## src/rtl/btn_pkg.sv

```systemverilog
// Shared types and parameter helpers for the button conditioner.
// Repeat-state encoding plus counter-width sanity helpers.
package btn_pkg;

  typedef enum logic [1:0] {
    ST_IDLE,
    ST_HOLD,
    ST_DELAY,
    ST_RPT
  } rpt_state_t;

  function automatic longint unsigned max3(
    input longint unsigned a,
    input longint unsigned b,
    input longint unsigned c
  );
    longint unsigned m;
    m = (a > b) ? a : b;
    return (m > c) ? m : c;
  endfunction

  // True when a cnt_w-bit counter can reach every terminal count.
  function automatic bit cnt_w_ok(
    input int unsigned     cnt_w,
    input longint unsigned a,
    input longint unsigned b,
    input longint unsigned c
  );
    return ((max3(a, b, c) - 1) >> cnt_w) == 0;
  endfunction

endpackage

```

## src/rtl/btn_channel.sv

```systemverilog
// One button: two-flop sync, debounce counter and auto-repeat FSM.
// Press, release and repeat pulses are registered, one cycle wide.
module btn_channel
  import btn_pkg::*;
#(
  parameter int unsigned DEBOUNCE_CYCLES = 1000000,
  parameter int unsigned REPEAT_DELAY    = 50000000,
  parameter int unsigned REPEAT_PERIOD   = 12500000,
  parameter int unsigned CNT_W           = 26
) (
  input  logic clk,
  input  logic rst_n,
  input  logic i_raw,
  input  logic i_rpt_en,
  output logic o_level,
  output logic o_press,
  output logic o_release
);

  localparam logic [CNT_W-1:0] DEB_LAST = CNT_W'(DEBOUNCE_CYCLES - 1);
  localparam logic [CNT_W-1:0] DLY_LAST = CNT_W'(REPEAT_DELAY - 1);
  localparam logic [CNT_W-1:0] PER_LAST = CNT_W'(REPEAT_PERIOD - 1);

  logic             r_sync1;
  logic             r_sync2;
  logic             r_stable;
  logic [CNT_W-1:0] r_cnt;
  rpt_state_t       r_state;
  logic [CNT_W-1:0] r_rcnt;
  logic             r_press;
  logic             r_release;

  logic             w_diff;
  logic             w_flip;
  logic             w_rise;
  logic             w_fall;
  rpt_state_t       w_state_nx;
  logic [CNT_W-1:0] w_rcnt_nx;
  logic             w_rpt;

  assign w_diff = r_sync2 ^ r_stable;
  assign w_flip = w_diff && (r_cnt == DEB_LAST);
  assign w_rise = w_flip && !r_stable;
  assign w_fall = w_flip && r_stable;

  always_ff @(posedge clk or negedge rst_n) begin
    if (!rst_n) begin
      r_sync1  <= 1'b0;
      r_sync2  <= 1'b0;
      r_stable <= 1'b0;
      r_cnt    <= '0;
    end else begin
      r_sync1 <= i_raw;
      r_sync2 <= r_sync1;
      if (!w_diff || w_flip) r_cnt <= '0;
      else                   r_cnt <= r_cnt + 1'b1;
      if (w_flip) r_stable <= ~r_stable;
    end
  end

  always_ff @(posedge clk or negedge rst_n) begin
    if (!rst_n) begin
      r_state   <= ST_IDLE;
      r_rcnt    <= '0;
      r_press   <= 1'b0;
      r_release <= 1'b0;
    end else begin
      r_state   <= w_state_nx;
      r_rcnt    <= w_rcnt_nx;
      r_press   <= w_rise | w_rpt;
      r_release <= w_fall;
    end
  end

  // A falling level overrides everything, so no repeat lands on release.
  always_comb begin
    w_state_nx = r_state;
    w_rcnt_nx  = r_rcnt;
    w_rpt      = 1'b0;
    if (w_fall) begin
      w_state_nx = ST_IDLE;
      w_rcnt_nx  = '0;
    end else begin
      unique case (r_state)
        ST_IDLE: begin
          if (w_rise) begin
            w_state_nx = i_rpt_en ? ST_DELAY : ST_HOLD;
            w_rcnt_nx  = '0;
          end
        end
        ST_HOLD: begin
          if (i_rpt_en) begin
            w_state_nx = ST_DELAY;
            w_rcnt_nx  = '0;
          end
        end
        ST_DELAY: begin
          if (!i_rpt_en) begin
            w_state_nx = ST_HOLD;
            w_rcnt_nx  = '0;
          end else if (r_rcnt == DLY_LAST) begin
            w_state_nx = ST_RPT;
            w_rcnt_nx  = '0;
            w_rpt      = 1'b1;
          end else begin
            w_rcnt_nx = r_rcnt + 1'b1;
          end
        end
        ST_RPT: begin
          if (!i_rpt_en) begin
            w_state_nx = ST_HOLD;
            w_rcnt_nx  = '0;
          end else if (r_rcnt == PER_LAST) begin
            w_rcnt_nx = '0;
            w_rpt     = 1'b1;
          end else begin
            w_rcnt_nx = r_rcnt + 1'b1;
          end
        end
        default: begin
          w_state_nx = ST_IDLE;
          w_rcnt_nx  = '0;
        end
      endcase
    end
  end

  assign o_level   = r_stable;
  assign o_press   = r_press;
  assign o_release = r_release;

endmodule

```

## src/rtl/btn_conditioner.sv

```systemverilog
// Bank of independent button channels feeding the game FSM.
// Pure structure: one btn_channel per raw input bit.
module btn_conditioner
  import btn_pkg::*;
#(
  parameter int unsigned N_BTN           = 5,
  parameter int unsigned DEBOUNCE_CYCLES = 1000000,
  parameter int unsigned REPEAT_DELAY    = 50000000,
  parameter int unsigned REPEAT_PERIOD   = 12500000,
  parameter int unsigned CNT_W           = 26
) (
  input  logic             clk,
  input  logic             rst_n,
  input  logic [N_BTN-1:0] btn_raw,
  input  logic [N_BTN-1:0] repeat_en,
  output logic [N_BTN-1:0] btn_level,
  output logic [N_BTN-1:0] btn_press,
  output logic [N_BTN-1:0] btn_release
);

  for (genvar g = 0; g < int'(N_BTN); g++) begin : g_ch
    btn_channel #(
      .DEBOUNCE_CYCLES (DEBOUNCE_CYCLES),
      .REPEAT_DELAY    (REPEAT_DELAY),
      .REPEAT_PERIOD   (REPEAT_PERIOD),
      .CNT_W           (CNT_W)
    ) u_ch (
      .clk       (clk),
      .rst_n     (rst_n),
      .i_raw     (btn_raw[g]),
      .i_rpt_en  (repeat_en[g]),
      .o_level   (btn_level[g]),
      .o_press   (btn_press[g]),
      .o_release (btn_release[g])
    );
  end

endmodule
```

## config.mk

```make
export PLATFORM = sky130hd
export DESIGN_NAME = btn_conditioner
export DESIGN_NICKNAME = d
export VERILOG_FILES = /design/src/rtl/btn_pkg.sv /design/src/rtl/btn_channel.sv /design/src/rtl/btn_conditioner.sv
export SDC_FILE = /design/constraint.sdc
export NUM_CORES = 1
export LEC_CHECK = 0
export CAP_MARGIN = 10
export CORE_MARGIN = 5
export CORE_UTILIZATION = 56
export DETAILED_ROUTE_END_ITERATION = 8
export PLACE_DENSITY = 0.73
export SYNTH_ARGS = -nofsm -noshare
export SYNTH_HDL_FRONTEND = slang
export SYNTH_SLANG_ARGS = --single-unit
```

## constraint.sdc

```tcl
create_clock -name clk -period 3.6 [get_ports clk]
set_clock_uncertainty 0.1 [all_clocks]
set_input_delay 0.54 -clock clk [delete_from_list [all_inputs] [get_ports clk]]
set_output_delay 0.54 -clock clk [all_outputs]
set_load 0.01 [all_outputs]
```

==> results of run 1 <==
## cell families after synthesis
logic type                 Yosys count
buffers and inverters              117
AOI/OAI and AO/OA                  287
muxes                                6
xor gates and xnor gates           134
and+or+nand+nor                    870
adders and majority gates           10
DFF                                295
## sequential cells by signal (all words and copies together) (netlist names)
name	count
g_ch.u_ch.o_level	5
g_ch.u_ch.o_press	5
g_ch.u_ch.o_release	5
g_ch.u_ch.r_cnt	130
g_ch.u_ch.r_rcnt	130
g_ch.u_ch.r_state	10
g_ch.u_ch.r_sync1	5
g_ch.u_ch.r_sync2	5
## per-layer routing
layer	vias up	wire length (um)
met5	-	0
met4	0	490
met3	43	949
met2	166	15280
met1	6183	15890
li1	6226	-
## cell usage after synthesis, drive strengths merged, types with 3 or more instances
cell	count
a21boi	3
a21o	18
a21oi	53
a221o	23
a221oi	4
a22o	19
a31oi	39
a41oi	7
and2	17
and3	66
and3b	3
and4	19
buf	28
clkbuf	46
dfrtp	295
ha	10
inv	43
mux2	3
mux2i	3
nand2	183
nand2b	10
nand3	113
nand3b	3
nand4	69
nand4b	6
nor2	230
nor2b	6
nor3	43
nor4	36
nor4b	12
o211ai	4
o21a	8
o21ai	77
o21bai	4
o2bb2ai	4
o311a	3
o311ai	4
or2	6
or3	18
or3b	4
or4	14
or4b	4
xnor2	57
xor2	77
## final cells by class
class | count | area, um2 | share of cell area
Clock buffer | 47 | 1023 | 0.05845
Clock inverter | 14 | 177.7 | 0.01015
Inverter | 43 | 161.4 | 0.009217
Multi-Input combinational cell | 1307 | 7779 | 0.4442
Sequential cell | 295 | 7382 | 0.4215
Tap cell | 378 | 473.0 | 0.02701
Timing Repair Buffer | 52 | 515.5 | 0.02944
## what timing repair did
action / in CTS / in global routing
hold endpoints to repair: 21 / 0
setup endpoints to repair: 0 / 0
hold buffers: 1 / 0
## power by group
group / switching (mW) / total, mW / internal [mW]
clock: 1.36 / 3.64 / 2.28
sequential: 0.0612 / 3.42 / 3.36
combinational: 0.218 / 0.328 / 0.109
## per-stage QoR
stage / hold WS (ns) / instances / util / worst slack, ns / cell area, um2
finish: 0.2479 / 2136 / 0.6321 / 0.7087 / 17510
floorplan: 0.1444 / 1719 / - / 1.129 / 15640
global route: 0.2605 / 2136 / 0.6321 / 0.5014 / 17510
global placement: 0.2357 / 2072 / 0.5868 / 0.5366 / 16260
detailed placement: 0.2365 / 2072 / 0.5868 / 0.4659 / 16260
CTS: 0.2484 / 2134 / 0.6305 / 0.5150 / 17470
## critical path: stages, from the launching register on
cell,delay [ns]
dfrtp_1,0.45
or4b_1,0.52
nor4_1,0.29
a21oi_1,0.32
a21boi_2,0.25
buf_4,0.19
buf_4,0.22
and3_1,0.18
a221o_1,0.25
## worst min path at each step
stage / from / end / slack (ns)
final: g_ch[0].u_ch.r_sync1 / g_ch[0].u_ch.r_sync2 / 0.25
after CTS: g_ch[0].u_ch.r_sync1 / g_ch[0].u_ch.r_sync2 / 0.25
after global placement: g_ch[0].u_ch.r_sync1 / g_ch[0].u_ch.r_sync2 / 0.24
after floorplan: rst_n / g_ch[0].u_ch.o_level / 0.14
after global routing: g_ch[0].u_ch.r_sync1 / g_ch[0].u_ch.r_sync2 / 0.26
after detailed placement: g_ch[0].u_ch.r_sync1 / g_ch[0].u_ch.r_sync2 / 0.24
==> reports/qor.csv, run 1 <==
stage,metric,value,unit
synth,syn nets,1741,
synth,Syn Inst Count,1719,
global_routing,Global Route met3 Usage,0.02820,
route,post-DR wirelength/cell,15.26,um
route,Final ANT Viol Nets,0,
placement,I/O Buffers,26,
synth,largest family of logic cells by synthesized area,simple AND/OR/NAND/NOR gates,
sta,final number of setup-violating endpoints,0,
route,DR pass1 iterations,5,
worst_setup_path,Crit Path Class,reg -> reg,
worst_setup_path,CP Launch Type,register,
pwr,LEAKAGE,7.425,nW
worst_setup_path,reg2reg setup slack,0.71,ns
sta,Max Slew Vio Count,0,
min_path,Hold Path Stages,0,
cts,clk_lat worst skew,0.50,ns
cells_and_area,Layout area overhead,11.97,%
synth,YS warnings,0,
placement,Final HPWL DP,21180,um
cells_and_area,filler instances,2266,
floorplan,full die area,31370,um2
worst_setup_path,CP endpoint kind,register,
floorplan,FP Rows,61,
synth,mux cell area share after synthesis,0.004080,
worst_setup_path,Worst Setup EP,g_ch[4].u_ch.r_rcnt[5],
global_routing,grt met1 use,0.3065,
global_routing,vias in the first global route,11997,
cells_and_area,most frequent cells in the layout,"dfrtp_1 (295), nor2_1 (230), nand2_1 (183)",
worst_setup_path,CP Data Required Time,3.88,ns
cells_and_area,layout cell share with drive strength beyond 1,0.06030,
run,MaxCap Viol Count,0,
cts,CTS tree,yes,
synth,number of synthesized flops with an enable pin,0,
cts,post-cts sizing count,0,
synth,fraction of the mapped netlist area in adder cells,0.008000,
synth,dominant synthesized flop cell,dfrtp_1,
cells_and_area,nets,1755,
worst_setup_path,crit path DAT,3.18,ns
placement,GPL Wtd Cong,0.8557,
sta,max_slew headroom,0.3102,
synth,"area leader, netlist",dfrtp_1,
global_routing,GRT Total Usage,0.2101,
floorplan,core area,27710,um2
sta,Tightest Pin Transition,1.025,ns
synth,Simple-Gate Fraction of Synth Area,0.2834,
global_routing,gr ovfl total,0,
sta,Final Hold Viols,0,
synth,#FFs+latches synth,295,
cells_and_area,diode count,0,
floorplan,# IOs,27,
cts,CTS H-tree depth,2,
route,# DRC,0,
synth,asr flop ratio synth,1.000,
global_routing,initial antenna violation count,0,
global_routing,most utilized layer in the global route result,met2,
synth,register area share after synthesis,0.4720,
cts,CTS Buf Count,34,
synth,Compound-Gate Fraction of Synth Area,0.1241,
worst_setup_path,crit path launch,g_ch[4].u_ch.r_cnt[10],
cts,clock tree sinks,295,
floorplan,Die Ht,177.1,um
synth,Area contributors post-synth,"dfrtp_1 (47%), nor2_1 (5.5%), nand2_1 (4.4%)",
route,Via density,5.907,
worst_setup_path,largest fanout on the critical path,24,
cts,clk slew on worst S/H paths,0.06,ns
sta,min Tclk post-route,2.891,ns
worst_setup_path,worst reg-to-reg path cell count,8,
route,DR vias,12618,
sta,fmax,345.9,MHz
sta,fin crit share,0.8031,
route,drt total wl,32610,um
synth,xor/xnor cell area share of the yosys netlist,0.07504,
min_path,Hold WC Path Type,reg -> reg,
synth,Avg Inst Size Synth,9.098,um2
cts,Setup Buffers After CTS,0,
pwr,P per Cell Area,422.1,nW/um2
pwr,Worst VDD drop,0.2971,mV
floorplan,Die X,177.1,um
route,Iteration-0 DRC Markers,1079,
global_routing,M2 GR Usage,0.3383,
floorplan,Starting Density,0.5645,
global_routing,largest net degree at the start of global routing,91,
sta,unrepaired setup endpoints after global routing,no,
worst_setup_path,worst r2r src,g_ch[4].u_ch.r_cnt[10],
cts,Root Driver,clkbuf_16,
cts,CTS max path bufs,3,
synth,post-synthesis cell type count,75,
pwr,Total Power,7.391,mW
global_routing,first-pass GRT wire length,57020,um
cells_and_area,"commonest non-fill, non-tap cell in the layout",dfrtp_1,
synth,Yosys top cell area share,0.4720,
sta,Fin Setup TNS,0,ns
worst_setup_path,R2R Path End,g_ch[4].u_ch.r_rcnt[5],
synth,Syn Std Cell Area,15640,um2
outcome,outcome,completed,
(Power assumes the default switching activity.)
==> run 2: changes to the inputs <==
--- a/config.mk
+++ b/config.mk
@@ -9,7 +9,7 @@
 export CORE_MARGIN = 5
 export CORE_UTILIZATION = 56
 export DETAILED_ROUTE_END_ITERATION = 8
-export PLACE_DENSITY = 0.73
+export PLACE_DENSITY = 0.76
 export SYNTH_ARGS = -nofsm -noshare
 export SYNTH_HDL_FRONTEND = slang
 export SYNTH_SLANG_ARGS = --single-unit
==> constraint.sdc (replaced) <==
create_clock -name clk -period 2.4 [get_ports clk]
set_clock_uncertainty 0.1 [all_clocks]
set_input_delay 0.36 -clock clk [delete_from_list [all_inputs] [get_ports clk]]
set_output_delay 0.36 -clock clk [all_outputs]
set_load 0.01 [all_outputs]
==> reports/qor.csv, run 2 (synthesized netlist as in run 1, its figures left out) <==
stage,metric,value,unit,change
placement,GPL Wtd Cong,0.8913,,+4.2%
cells_and_area,nets,1986,,+13%
placement,Final HPWL DP,24210,um,+14%
worst_setup_path,CP Data Required Time,2.69,ns,-1.19 ns
cts,clk_lat worst skew,0.50,ns,about the same
pwr,Sw Pwr,2.574,mW,+57%
cts,clk slew on worst S/H paths,0.06,ns,about the same
sta,Final Hold Viols,0,,unchanged
sta,worst hold slack,0.1938,ns,-0.05408 ns
cts,CTS max path bufs,3,,unchanged
global_routing,first-pass GRT wire length,64500,um,+13%
pwr,P_int,8.735,mW,+52%
global_routing,gr ovfl total,0,,unchanged
global_routing,vias in the first global route,13958,,+16%
worst_setup_path,CP endpoint kind,register,,
floorplan,FP Rows,61,,unchanged
sta,final number of setup-violating endpoints,18,,+18
cells_and_area,diode count,0,,unchanged
placement,I/O Buffers,26,,unchanged
cells_and_area,layout cell share with drive strength beyond 1,0.2006,,+0.1403
sta,Max Slew Vio Count,0,,unchanged
cells_and_area,"commonest non-fill, non-tap cell in the layout",dfrtp_1,,
cells_and_area,largest registers,"g_ch.u_ch.r_cnt x130, g_ch.u_ch.r_rcnt x130, g_ch.u_ch.r_state x10",,
sta,max_slew headroom,0.5715,,+0.2612
cts,Root Driver,clkbuf_16,,
pwr,Flop pwr share,0.451,,-0.012
route,post-DR wirelength/cell,16.42,um,+7.5%
sta,Tightest Pin Transition,0.6428,ns,-0.3824 ns
global_routing,initial antenna violation count,0,,unchanged
sta,unrepaired setup endpoints after global routing,yes,,
worst_setup_path,largest fanout on the critical path,8,,-67%
pwr,LEAKAGE,8.721,nW,+17%
pwr,Worst VDD drop,0.4626,mV,+56%
floorplan,Die X,177.1,um,unchanged
sta,Fin Setup TNS,-0.5752,ns,-0.5752 ns
worst_setup_path,crit path DAT,2.75,ns,-0.43 ns
outcome,failing checks,negative setup slack,,
cts,CTS tree,yes,,
sta,min Tclk post-route,2.467,ns,-0.4239 ns
cells_and_area,most frequent cells in the layout,"dfrtp_1 (294), nor2_1 (230), buf_4 (214)",,
min_path,Hold WC Path Type,in -> reg,,
cells_and_area,post-layout util,0.7177,,+0.08563
cells_and_area,Layout area overhead,27.14,%,
worst_setup_path,CP Launch Type,register,,
pwr,Total Power,11.31,mW,+53%
placement,setup slack at placement,-0.3870,ns,-0.8530 ns
placement,Placed Area,17820,um2,+9.6%
route,Final ANT Viol Nets,0,,unchanged
pwr,Clk pwr share,0.483,,-0.009
placement,placed insts,2264,,+9.3%
sta,fin crit share,1.028,,+0.2249
sta,fmax,405.3,MHz,+17%
floorplan,# IOs,27,,unchanged
worst_setup_path,Crit Path Class,reg -> reg,,
pwr,sw frac,0.2276,,+0.005330
cts,clock tree sinks,295,,unchanged
sta,fin worst setup slack,-0.06735,ns,-0.7761 ns
floorplan,Die Ht,177.1,um,unchanged
route,# DRC,0,,unchanged
cts,CTS Buf Count,34,,unchanged
floorplan,Starting Density,0.5645,,unchanged
global_routing,largest net degree at the start of global routing,78,,-14%
floorplan,full die area,31370,um2,unchanged
outcome,outcome,"finished, violations left",,
route,Via density,6.013,,+1.8%
cts,CTS H-tree depth,2,,unchanged
route,DR vias,14232,,+13%
run,MaxCap Viol Count,0,,unchanged
pwr,P per Cell Area,568.7,nW/um2,+35%
route,DR pass1 iterations,5,,unchanged
floorplan,core area,27710,um2,unchanged
pwr,combinational power share,0.065,,+0.021
global_routing,GRT Total Usage,0.2411,,+0.03102
cells_and_area,Post-Layout Inst Area,19880,um2,+14%
cells_and_area,Post-Layout Cell Count,2367,,+11%
route,Iteration-0 DRC Markers,1426,,+32%
route,drt total wl,38860,um,+19%
-- run 2: layer usage --
metal,track usage,vias up,wire length [um],share of wire
met1,0.3246,6935,17070,0.44
met4,0.07221,0,1007,0.026
li1,-,6723,-,-
met3,0.03568,113,1929,0.050
met2,0.4076,461,18850,0.49
met5,0,-,0,0
-- run 2: worst max-delay path, cell delays in order (launching register included) --
cell      delay [ns]
dfrtp_1         0.37
or3_1           0.36
or4_4           0.51
o311ai_4        0.29
a21boi_4        0.14
buf_6           0.16
and3_4          0.17
a221o_1         0.26
-- run 2: what timing repair did --
item / in CTS / in global routing
hold buffers: 1 / 0
pin swaps: 21 / 33
hold endpoints to repair: 67 / 0
endpoints found under the setup margin: 58 / 93
gates resized for setup: 48 / 54
cloned: 7 / 3
setup buffers: 13 / 20
-- run 2: worst paths after layout --
path	from	slack, ns	endpoint	cells past startpoint
min in group asynchronous	rst_n	0.33	g_ch[4].u_ch.r_cnt[11]	2
min reg2reg	g_ch[0].u_ch.r_sync1	0.25	g_ch[0].u_ch.r_sync2	0
max reg2reg	g_ch[4].u_ch.r_rcnt[6]	-0.07	g_ch[4].u_ch.r_rcnt[17]	7
max	g_ch[4].u_ch.r_rcnt[6]	-0.07	g_ch[4].u_ch.r_rcnt[17]	7
min	btn_raw[0]	0.19	g_ch[0].u_ch.r_sync1	1
max in group asynchronous	rst_n	1.14	g_ch[3].u_ch.r_rcnt[25]	3
-- run 2: final cells by class --
class / count / area (um2)
inverters: 43 / 161.4
flip-flops and latches: 295 / 7383
well taps: 378 / 473.0
clock inverters: 14 / 178.9
repair buffers: 277 / 2426
fillers: 1917 / 7821
multi-input cells: 1313 / 8248
clock buffers: 47 / 1013
-- run 2: power groups by stage --
stage,clock (mW),combinational [mW],sequential [mW]
2_1_floorplan,0,0.294,5.19
3_3_place_gp,0,0.636,5.18
3_5_place_dp,0,0.655,5.19
4_1_cts,5.55,0.708,5.10
5_1_grt,5.79,0.814,5.11
6_report,5.46,0.740,5.11
==> variant (config.mk and constraints of run 1) <==
Register the output `btn_level`, without a reset; this adds one clock of latency there. The other outputs are not delayed to match.
--- a/src/rtl/btn_conditioner.sv
+++ b/src/rtl/btn_conditioner.sv
@@ -18,6 +18,8 @@
   output logic [N_BTN-1:0] btn_release
 );
 
+  logic [N_BTN-1:0] btn_level_d;
+
   for (genvar g = 0; g < int'(N_BTN); g++) begin : g_ch
     btn_channel #(
       .DEBOUNCE_CYCLES (DEBOUNCE_CYCLES),
@@ -29,10 +31,14 @@
       .rst_n     (rst_n),
       .i_raw     (btn_raw[g]),
       .i_rpt_en  (repeat_en[g]),
-      .o_level   (btn_level[g]),
+      .o_level   (btn_level_d[g]),
       .o_press   (btn_press[g]),
       .o_release (btn_release[g])
     );
   end
 
+  always_ff @(posedge clk) begin
+      btn_level <= btn_level_d;
+  end
+
 endmodule
Check against the original RTL: no difference found for any inputs over 10 cycles, from zero or initial values and one cycle with rst_n low; that may be too few to reach the edited logic, so the function may still have changed.
==> variant against run 1 <==
Critical path depth fell by 1. Routed wire length fell by 0.88%. Cell area about the same. Area after synthesis grew 1.3%. Final cell count grew 1.3%. Sequential cell count increased by 5. Count of clock-buffer cells in the layout is 6 higher. Total power down 4.5%. Core utilization down 0.34 points. Hold slack improved by 0.00075 ns. Worst setup slack worse by 0.11 ns.
==> variant: results (changes against run 1) <==
Layout
  – Data buffer area share: 2.61% (was 2.94%)
  – #MultiIn Comb: 1331 (was 1307)
  – Seq cells: 300 (was 295)
  – Sequential cell area: 7480 sq um (was 7380 sq um)
  – Fin area: 17500 sq um (about the same)
  – Final Instance Count excl. Fillers: 2164 (was 2136)
  – Fraction of final layout cells sized beyond drive strength 1: 5.32% (was 6.03%)
  – Inverter count: 48 (was 43)
  – Filler cells: 2311 (was 2266)
  – Clock buf count: 53 (was 47)

GRT
  – First-pass GRT wire length: 56900 um (was 57000 um)
  – GR Layer Usage met3: 2.88% (was 2.82%)
  – Met1 GRT Util: 29.7% (was 30.6%)
  – Largest net degree at the start of global routing: 96 (was 91)
  – Vias in the first global route: 12283 (was 11997)

Pwr
  – Sequential fraction of design power: 49.1% (was 46.3%)
  – Overall power: 7.06 mW (was 7.39 mW)
  – Int Pwr: 5.47 mW (was 5.75 mW)
  – Gate power share: 4.6% (was 4.4%)
  – Worst VDD drop: 394 uV (was 297 uV)
  – Static leakage: 7.29 nW (was 7.42 nW)

Placed design
  – Hpwl dp: 21500 um (was 21200 um)
  – Pre-CTS WS: 0.500 ns (was 0.466 ns)
  – Cell count after placement: 2102 (was 2072)
  – Placed Area: 16400 sq um (was 16300 sq um)
  – Final Wtd Congestion: 0.830 (was 0.856)

Logic synthesis
  – Synth Instances: 1757 (was 1719)
  – Synth unique cells: 65 (was 75)
  – Most common library cells after synthesis: 295 x dfrtp_1, 207 x nor2_1, 185 x nand2_1 (was 295 x dfrtp_1, 230 x nor2_1, 183 x nand2_1)
  – Asr flop ratio synth: 98.3% (was 100%)
  – Largest cells by area after synthesis: dfrtp_1 47%, nor2_1 4.9%, xor2_1 4.8% (was dfrtp_1 47%, nor2_1 5.5%, nand2_1 4.4%)

Critical path
  – Crit-path max FO: 9 (was 24)
  – Worst reg2reg path depth: 7 (was 8)
  – Critical path arrival: 3.28 ns (was 3.18 ns)

Route
  – Initial DRC Count: 966 (was 1079)
  – Routed WL per cell: 14.9 um (was 15.3 um)
  – TritonRoute pass-1 iters: 6 (was 5)

Status
  – Run status: finished clean (unchanged)

Die
  – DIE WIDTH: 178 um (was 177 um)
-- variant: changes by cell type in the layout (fill, tap and decap cells not counted), moves of 12 or more --
| cell | before | now |
|---|---|---|
| a221o_1 | 23 | 11 |
| a21oi_1 | 52 | 67 |
| and3_1 | 66 | 38 |
| o21ai_0 | 59 | 88 |
| nand3_1 | 113 | 137 |
| o21ai_1 | 18 | 0 |
| a31oi_1 | 39 | 24 |
| or3_1 | 18 | 42 |
| nor2_1 | 230 | 207 |
-- variant: cell families (layout without fill, tap and decap cells) --
group / after synthesis / after routing / synth area share [%]
AOI/OAI and AO/OA: 288 / 288 / 11.7
xor gates and xnor gates: 133 / 133 / 7.35
adders and majority gates: 10 / 10 / 0.790
buffers and inverters: 126 / 155 / 3.36
DFF: 300 / 300 / 47.2
muxes: 9 / 9 / 0.592
and+or+nand+nor: 891 / 891 / 29.0
-- variant: path summary, 6_finish.rpt --
kind                                         startpoint                       to  slack, ns
worst max register to register  g_ch[0].u_ch.r_rcnt[10]  g_ch[0].u_ch.r_rcnt[21]       0.60
max in group asynchronous                         rst_n    g_ch[4].u_ch.r_cnt[2]       1.92
min in group asynchronous                         rst_n   g_ch[1].u_ch.r_cnt[22]       0.50
worst max-delay path            g_ch[0].u_ch.r_rcnt[10]  g_ch[0].u_ch.r_rcnt[21]       0.60
worst min-delay path               g_ch[2].u_ch.r_sync1     g_ch[2].u_ch.r_sync2       0.25
worst min register to register     g_ch[2].u_ch.r_sync1     g_ch[2].u_ch.r_sync2       0.25
-- variant: metal layers --
layer | share of wire [%] | vias up
li1 | - | 6335
met1 | 48 | 6275
met2 | 46 | 234
met3 | 3.8 | 47
met4 | 1.7 | 0
met5 | 0 | -
